--- config.mk ---
export PLATFORM = sky130hd
export DESIGN_NAME = direction_scheduler
export DESIGN_NICKNAME = d
export VERILOG_FILES = /design/src/rtl/snake_pkg.sv /design/src/rtl/dir_fifo.sv /design/src/rtl/direction_scheduler.sv
export SDC_FILE = /design/constraint.sdc
export NUM_CORES = 1
export LEC_CHECK = 0
export BUFFER_PORTS_ARGS = -buffer_cell sky130_fd_sc_hd__buf_2
export CORE_AREA = 5 5 42 44
export DETAILED_ROUTE_END_ITERATION = 6
export DIE_AREA = 0 0 47 49
export GPL_TIMING_DRIVEN = 0
export PLACE_DENSITY = 0.6
export SKIP_CTS_REPAIR_TIMING = 1
export SYNTH_ARGS = -nofsm -noshare
export SYNTH_HDL_FRONTEND = slang
export SYNTH_SLANG_ARGS = --single-unit
--- constraint.sdc ---
create_clock -name VGA_CLK -period 1.6 [get_ports VGA_CLK]
set_input_delay 0 -clock VGA_CLK [delete_from_list [all_inputs] [get_ports VGA_CLK]]
set_output_delay 0 -clock VGA_CLK [all_outputs]
set_load 0.02 [all_outputs]
--- src/rtl/snake_pkg.sv ---
// Shared definitions for the snake direction scheduler.
//   dir_e   : direction encoding (00 up, 01 down, 10 left, 11 right)
//   state_e : scheduler state encoding (STOPPED / RUNNING)
//   opposite(): returns the reverse of a direction (same axis bit, flipped sense bit)
package snake_pkg;

  localparam int unsigned DIR_W   = 2;
  localparam int unsigned COUNT_W = 3;

  typedef enum logic [1:0] {
    DIR_UP    = 2'b00,
    DIR_DOWN  = 2'b01,
    DIR_LEFT  = 2'b10,
    DIR_RIGHT = 2'b11
  } dir_e;

  typedef enum logic {
    STOPPED = 1'b0,
    RUNNING = 1'b1
  } state_e;

  function automatic logic [1:0] opposite(input logic [1:0] d);
    return {d[1], ~d[0]};
  endfunction

endpackage

--- src/rtl/dir_fifo.sv ---
// Circular queue of pending direction commands.
// Ports: clk, reset (sync, active-high), flush (drop all entries),
//        push/din (enqueue), pop (dequeue), head (oldest entry),
//        tail (newest entry), count (occupancy, 0..DEPTH).
// A push on a full queue is accepted only when a pop happens in the same cycle.
module dir_fifo #(
  parameter int unsigned DEPTH = 2
) (
  input  logic       clk,
  input  logic       reset,
  input  logic       flush,
  input  logic       push,
  input  logic       pop,
  input  logic [1:0] din,
  output logic [1:0] head,
  output logic [1:0] tail,
  output logic [2:0] count
);

  localparam int unsigned PTR_W = (DEPTH > 1) ? $clog2(DEPTH) : 1;
  localparam logic [PTR_W-1:0] LAST = PTR_W'(DEPTH - 1);

  logic [1:0]       mem [DEPTH];
  logic [PTR_W-1:0] rd_ptr;
  logic [PTR_W-1:0] wr_ptr;
  logic [PTR_W-1:0] tail_idx;
  logic             do_pop;
  logic             do_push;

  assign do_pop   = pop && (count != 3'd0);
  assign do_push  = push && ((count < 3'(DEPTH)) || do_pop);
  assign tail_idx = (wr_ptr == '0) ? LAST : wr_ptr - 1'b1;
  assign head     = mem[rd_ptr];
  assign tail     = mem[tail_idx];

  // Entry storage needs no reset; occupancy is tracked by count
  always_ff @(posedge clk) begin
    if (do_push && !flush) begin
      mem[wr_ptr] <= din;
    end
  end

  // Pointers wrap at DEPTH, which need not be a power of two
  always_ff @(posedge clk) begin
    if (reset || flush) begin
      rd_ptr <= '0;
      wr_ptr <= '0;
      count  <= 3'd0;
    end else begin
      if (do_push) wr_ptr <= (wr_ptr == LAST) ? '0 : wr_ptr + 1'b1;
      if (do_pop)  rd_ptr <= (rd_ptr == LAST) ? '0 : rd_ptr + 1'b1;
      count <= count + 3'(do_push) - 3'(do_pop);
    end
  end

endmodule

--- src/rtl/direction_scheduler.sv ---
// Direction scheduler for a snake game: filters debounced key pulses,
// queues accepted turns and commits one per game tick.
// Ports: VGA_CLK (clock), reset (sync, active-high), X0..X3_deb (up/down/left/right
//        key pulses), tick (game step), halt (game over), dir (committed direction),
//        step (move pulse), running, pending (queued count), drop (queue overflow).
// Macro DIR_QUEUE_EN: defined -> QUEUE_DEPTH-entry dir_fifo; undefined -> one-entry
//        latest-wins register, drop tied low.
module direction_scheduler
  import snake_pkg::*;
#(
  parameter int unsigned QUEUE_DEPTH = 2,
  parameter logic [1:0]  INIT_DIR    = 2'b11
) (
  input  logic       VGA_CLK,
  input  logic       reset,
  input  logic       X0_deb,
  input  logic       X1_deb,
  input  logic       X2_deb,
  input  logic       X3_deb,
  input  logic       tick,
  input  logic       halt,
  output logic [1:0] dir,
  output logic       step,
  output logic       running,
  output logic [2:0] pending,
  output logic       drop
);

  if (QUEUE_DEPTH < 1 || QUEUE_DEPTH > 4) begin : g_depth_check
    $error("direction_scheduler: QUEUE_DEPTH must be in 1..4");
  end

  state_e     state_q;
  state_e     state_d;
  logic       key_valid_c;
  logic [1:0] cand_c;
  logic [1:0] ref_c;
  logic [1:0] head_c;
  logic [1:0] tail_c;
  logic [2:0] count_c;
  logic       full_c;
  logic       pass_c;
  logic       push_c;
  logic       pop_c;
  logic       flush_c;
  logic       step_d;
  logic       drop_d;
  logic [1:0] dir_d;

  // Fixed key priority: up > down > left > right
  always_comb begin
    key_valid_c = 1'b1;
    cand_c      = DIR_UP;
    if (X0_deb)      cand_c = DIR_UP;
    else if (X1_deb) cand_c = DIR_DOWN;
    else if (X2_deb) cand_c = DIR_LEFT;
    else if (X3_deb) cand_c = DIR_RIGHT;
    else             key_valid_c = 1'b0;
  end

`ifdef DIR_QUEUE_EN
  dir_fifo #(
    .DEPTH (QUEUE_DEPTH)
  ) u_fifo (
    .clk   (VGA_CLK),
    .reset (reset),
    .flush (flush_c),
    .push  (push_c),
    .pop   (pop_c),
    .din   (cand_c),
    .head  (head_c),
    .tail  (tail_c),
    .count (count_c)
  );

  assign full_c = (count_c >= 3'(QUEUE_DEPTH));
`else
  logic [1:0] slot_q;
  logic       slot_valid_q;

  // Single slot: a newer accepted key simply replaces the older one
  always_ff @(posedge VGA_CLK) begin
    if (reset || flush_c) begin
      slot_q       <= 2'b00;
      slot_valid_q <= 1'b0;
    end else if (push_c) begin
      slot_q       <= cand_c;
      slot_valid_q <= 1'b1;
    end else if (pop_c) begin
      slot_valid_q <= 1'b0;
    end
  end

  assign head_c  = slot_q;
  assign tail_c  = slot_q;
  assign count_c = {2'b00, slot_valid_q};
  assign full_c  = 1'b0;
`endif

  assign pending = count_c;

  // State register
  always_ff @(posedge VGA_CLK) begin
    if (reset) state_q <= STOPPED;
    else       state_q <= state_d;
  end

  // Next-state logic
  always_comb begin
    state_d = state_q;
    case (state_q)
      STOPPED: if (push_c) state_d = RUNNING;
      RUNNING: if (halt)   state_d = STOPPED;
      default: state_d = STOPPED;
    endcase
  end

  // Queue control and next output values.
  // The tail survives a same-cycle pop unless the queue empties, and then the
  // popped head (== tail) is what gets committed, so tail is the reference either way.
  always_comb begin
    push_c  = 1'b0;
    pop_c   = 1'b0;
    flush_c = 1'b0;
    pass_c  = 1'b0;
    step_d  = 1'b0;
    drop_d  = 1'b0;
    dir_d   = dir;
    ref_c   = (count_c != 3'd0) ? tail_c : dir;
    case (state_q)
      STOPPED: begin
        // Restarting in the current direction is allowed; only a reversal is refused
        pass_c = key_valid_c && (cand_c != opposite(dir));
        push_c = pass_c;
      end
      RUNNING: begin
        if (halt) begin
          flush_c = 1'b1;
        end else begin
          step_d = tick;
          pop_c  = tick && (count_c != 3'd0);
          if (pop_c) dir_d = head_c;
          pass_c = key_valid_c && (cand_c != ref_c) && (cand_c != opposite(ref_c));
          push_c = pass_c && (!full_c || pop_c);
          drop_d = pass_c && full_c && !pop_c;
        end
      end
      default: ;
    endcase
  end

  // Registered outputs
  always_ff @(posedge VGA_CLK) begin
    if (reset) begin
      dir     <= INIT_DIR;
      step    <= 1'b0;
      running <= 1'b0;
      drop    <= 1'b0;
    end else begin
      dir     <= dir_d;
      step    <= step_d;
      running <= (state_d == RUNNING);
      drop    <= drop_d;
    end
  end

endmodule

==> flow_summary.toml, run 1 <==
[power_and_ir_drop]
seq_power_share = 0.409
p_per_area_mw_per_mm2 = 836
p_total_w = 0.000481
p_int_w = 0.000342
p_sw_w = 0.000139
power.static_leakage_nw = 0.269
pwr-share-comb = 0.261
swShare = 0.288
max-vdd-ir-drop_mv = 0.456
clkPwrFrac = 0.330

[logic_synthesis]
synth_top_family_by_area = "simple AND/OR/NAND/NOR gates"
async_reset_ff_frac = 0
yosys.area_share.simple = 0.289
synth_area_sq_um = 428
synth_xor_area_frac = 0
synthMuxAreaShare = 0.0468
synth_fa_ha_area_frac = 0
syn_avg_cell_area_sq_um = 8.39
yosys_warnings = 0
ys_seq_elements = 7
syn_inst = 51
synth_edf_count = 0
synth_ff_type = "dfxtp_1"
synth_compound_area_frac = 0.213
ys_seq_area_frac = 0.327
ys_types = 25

[route]
routedWlPerCell_um = 10.2
drt_iter0_drc = 13
via_per_inst = 4.63
drc_errors = 0
wirelength_um = 900
vias = 407
ant_nets = 0
firstDrtPassIters = 6

[global_route]
grt_max_degree = 8
grt-ovfl-total = 0
antenna_found_initial = 0
grt_pass1_wl_mm = 1.57
grt_pass1_vias = 380
track_usage = 0.0918

[floorplan]
io_pins = 16
die_h_um = 49
initial_core_util = 0.305
rows = 14
dieArea_sq_mm = 0.00230
core_area_sq_mm = 0.00140
die_x_um = 47

[place]
dpl.hpwl_um = 725
dpl_cell_area_sq_um = 517
io_buffers = 12
gp_congestion = 0.752

[final_layout]
n_fill_cell = 157
postLayoutCellArea_sq_um = 576
area_delta_synth_final_pct = 34.5
insertedDiodeCount = 0
layout.nets = 81
drive_gt1_frac = 0.417

[worst_hold_path]
hp-start = "tick"
hp-class = "in -> reg"
min_path_cells = 3

[clocking]
cts-root-buf = "clkbuf_4"
cts_tree = "done"
clk_latency_ns = 0.24
clock_path_buffers = 2
numCtsBuffers = 3
htree_levels = 1
clock_sinks = 7
clkTransAtPathRegs_ns = 0.06

[timing]
finalMaxSlewViolations = 0
max_freq_mhz = 654
rsz0062_at_grt = "false"
fin_crit_ns = 1.53
fin_crit_sh = 0.956
final.setup_skew_ns = 0.00382
hold-worst-slack_ns = 0.0201
tns_ns = 0
setup_viol = 0
finalHoldViolations = 0

[critical_path]
cp-end-kind = "flip-flop"
crit_start = "dir[0]"
cp.arrival_ns = 1.66
r2r_start = "dir[0]"
worstPathRequired_ns = 1.73
crit_path_start_kind = "flip-flop"
crit_fanout = 6
ff2ff_path_depth = 5
critPathKind = "reg -> reg"

[outcome]
status = "completed"

[flow_run]
maxCapViolCount = 0
-- cell families (layout without fill, tap and decap cells) --
logic type	count (synthesis)	count (layout)
compound gates	12	12
buf+inv	9	28
flops	7	7
mux	2	2
other cells	1	3
simple gates	20	20
-- critical path, stage by stage, from the launching register on --
cell and delay, ns:
dfxtp_4 0.36, or3b_1 0.37, o211ai_1 0.11, a221oi_2 0.12
or2_4 0.25, a32o_1 0.21
-- per-layer routing --
layer  vias up  share of wire  track usage
li1        216              -            -
met3         0          0.060       0.0369
met1       184           0.45        0.115
met5         -              0            0
met4         0              0       0.0276
met2         7           0.49        0.140
-- registers in the layout, summed over array words and instances (netlist names) --
signal,flops
slot_valid_q,1
running,1
step,1
head_c,2
dir,2
-- power by group through the flow --
stage	clock [W]	combinational [W]	sequential (W)
global placement	0	0.000118	0.000203
global route	0.000185	0.000140	0.000199
CTS	0.000163	0.000119	0.000199
detailed placement	0	0.000118	0.000203
finish	0.000159	0.000126	0.000197
floorplan	0	0.0000817	0.000206
-- cell type report --
class,count,area [sq um],share of cell area
buffer,4,30.0,0.0522
clock buffer,4,26.3,0.0457
inverter,5,18.8,0.0326
multi-input combinational,37,246,0.428
sequential,7,149,0.259
tap,16,20.0,0.0348
timing repair buffer,15,85.1,0.148
-- cells in the mapped netlist (2+ instances only) --
| library cell | n | share of area |
|---|---|---|
| a221oi_2 | 2 | 0.070 |
| mux2i_1 | 2 | 0.047 |
| nand2_1 | 4 | 0.035 |
| o211ai_1 | 2 | 0.035 |
| nor2_1 | 4 | 0.035 |
| dfxtp_1 | 7 | 0.33 |
| or2_4 | 2 | 0.041 |
| a21oi_1 | 4 | 0.047 |
| buf_4 | 4 | 0.070 |
| inv_1 | 5 | 0.044 |
-- metrics by stage --
stage                     utilization  instances  setup WS (ns)
after floorplan                     -         53        0.00866
after global placement          0.369         81         0.0103
after detailed placement        0.369         81        0.00290
after CTS                       0.388         85        -0.0122
after global routing            0.411         88        0.00799
final                           0.411         88         0.0701
-- layout by cell type (no fill, tap or decap) --
cell type	count
and3_4	1
o211ai_1	2
nand4b_1	1
conb_1	3
dfxtp_2	1
buf_2	12
nand2_1	4
dfxtp_1	4
clkbuf_4	3
or3b_1	1
nor2_1	4
a221oi_2	2
o21ai_1	1
o21ai_0	1
dfxtp_4	2
a32o_1	1
or2_4	2
mux2i_1	2
buf_4	6
inv_1	5
nand3_1	1
a21oi_1	4
or3_1	1
o22ai_1	1
dlygate4sd3_1	1
nand4bb_1	1
nor3_1	1
or3_2	1
nor2b_1	1
clkbuf_1	1
nand2b_1	1
-- final timing paths --
check	to	slack, ns
setup / recovery	head_c[0]	0.07
setup reg to reg	head_c[0]	0.07
hold reg to reg	slot_valid_q	0.49
hold / removal	step	0.02
Note: power is estimated with default switching activity, not from simulation.
==> inputs of run 2 (changes only) <==
--- a/config.mk
+++ b/config.mk
@@ -10,6 +10,7 @@
 export DETAILED_ROUTE_END_ITERATION = 6
 export DIE_AREA = 0 0 47 49
 export GPL_TIMING_DRIVEN = 0
+export MAX_ROUTING_LAYER = met4
 export PLACE_DENSITY = 0.6
 export SKIP_CTS_REPAIR_TIMING = 1
 export SYNTH_ARGS = -nofsm -noshare
==> run 2 against run 1 <==
- clock power is essentially flat
- register-to-register slack is essentially flat
- largest cell class unchanged
- combinational power is essentially flat
==> flow_summary.toml, run 2 (synthesis results as in run 1) <==
[floorplan]
die_h_um = 49
initial_core_util = 0.305
core_area_sq_mm = 0.00140
rows = 14
io_pins = 16
dieArea_sq_mm = 0.00230
die_x_um = 47

[timing]
setup_slack_ns = 0.0710
rsz0062_at_grt = "false"
setup_viol = 0
finalHoldViolations = 0
hold-worst-slack_ns = 0.0208
final.setup_skew_ns = 0.00305
finalMaxSlewViolations = 0
fin_crit_sh = 0.956
max_freq_mhz = 654
fin_crit_ns = 1.53

[critical_path]
cp-end-kind = "flip-flop"
critPathTopFamily = "simple AND/OR/NAND/NOR gates"
reg2reg_to = "head_c[0]"
worstPathRequired_ns = 1.74
path_buf_inv = 0
path_cells = "or3b_1 > o211ai_1 > a221oi_2 > or2_4 > a32o_1"
r2r_slack_ns = 0.07
cp_slowest_cell = "or3b_1"
cpPeakStageDelay_ns = 0.37
ff2ff_path_depth = 5
cp.arrival_ns = 1.66
r2r_start = "dir[0]"
critPathKind = "reg -> reg"
crit_fanout = 6
crit_path_start_kind = "flip-flop"

[final_layout]
final_common_cell = "buf_2"
area_delta_synth_final_pct = 34.5
drive_gt1_frac = 0.417
layout.nets = 81
insertedDiodeCount = 0
final_util = 0.411
final_cell_mix = "buf_2 (12), buf_4 (6), inv_1 (5)"

[worst_hold_path]
hp-start = "tick"
worstHoldEndpoint = "step"
hp-class = "in -> reg"
min_path_cells = 3

[clocking]
clkTransAtPathRegs_ns = 0.05
htree_levels = 1
numCtsBuffers = 3
clock_path_buffers = 2
cts_tree = "done"
clk_latency_ns = 0.24
clock_sinks = 7
cts-root-buf = "clkbuf_4"

[place]
dpl.hpwl_um = 725
gp_congestion = 0.762
io_buffers = 12
post-place-ws_ns = 0.00290

[route]
via_per_inst = 4.81
wirelength_um = 917
routedWlPerCell_um = 10.4
drt_iter0_drc = 13
drc_errors = 0
ant_nets = 0
vias = 423
firstDrtPassIters = 4

[power_and_ir_drop]
p_per_area_mw_per_mm2 = 837
max-vdd-ir-drop_mv = 0.459
power.static_leakage_nw = 0.269
p_total_w = 0.000482

[flow_run]
maxCapViolCount = 0

[outcome]
status = "completed"

[global_route]
antenna_found_initial = 0
grt_pass1_wl_mm = 1.57
grt_pass1_vias = 379
track_usage = 0.0941
grt_max_degree = 8
grt-ovfl-total = 0
run 2: cell counts in the layout (fill, tap and decap cells not counted):
Identical to the previous run, type by type.
run 2: worst max path at each step:
stage	start	to	slack [ns]	cells past startpoint
floorplan	dir[0]	head_c[0]	0.009	5
global placement	slot_valid_q	head_c[1]	0.01	5
detailed placement	slot_valid_q	head_c[1]	0.003	5
CTS	dir[0]	head_c[0]	-0.01	5
global route	dir[0]	head_c[0]	0.008	5
finish	dir[0]	head_c[0]	0.07	5
run 2: final cells by class:
type                    count  area, sq um
multi-input cells          37          246
well taps                  16         20.0
clock buffers               4         26.3
fillers                   157          826
inverters                   5         18.8
plain buffers               4         30.0
flip-flops and latches      7          149
repair buffers             15         85.1
run 2: metal layers:
metal / GRT usage / part of all wire
met1: 0.115 / 0.44
met5: - / 0
met3: 0.0369 / 0.083
met4: 0.0276 / 0.029
met2: 0.140 / 0.45
run 2: stage by stage:
| stage | TNS (ns) | instances | instance area [sq um] |
|---|---|---|---|
| 2_1_floorplan | 0 | 53 | 437 |
| 3_3_place_gp | 0 | 81 | 517 |
| 3_5_place_dp | 0 | 81 | 517 |
| 4_1_cts | -0.0202 | 85 | 543 |
| 5_1_grt | 0 | 88 | 576 |
| 6_report | 0 | 88 | 576 |
run 2: report_power, final:
part / switching [W] / leakage (nW) / internal, W
combinational: 0.0000639 / 0.197 / 0.0000617
clock: 0.0000641 / 0.0150 / 0.0000951
sequential: 0.0000114 / 0.0575 / 0.000186
total: 0.000139 / 0.269 / 0.000343
run 2: worst min-delay path, delay by kind of cell:
kind | cells | cell delay [ns]
buf+inv | 1 | 0.09
simple gates | 2 | 0.14
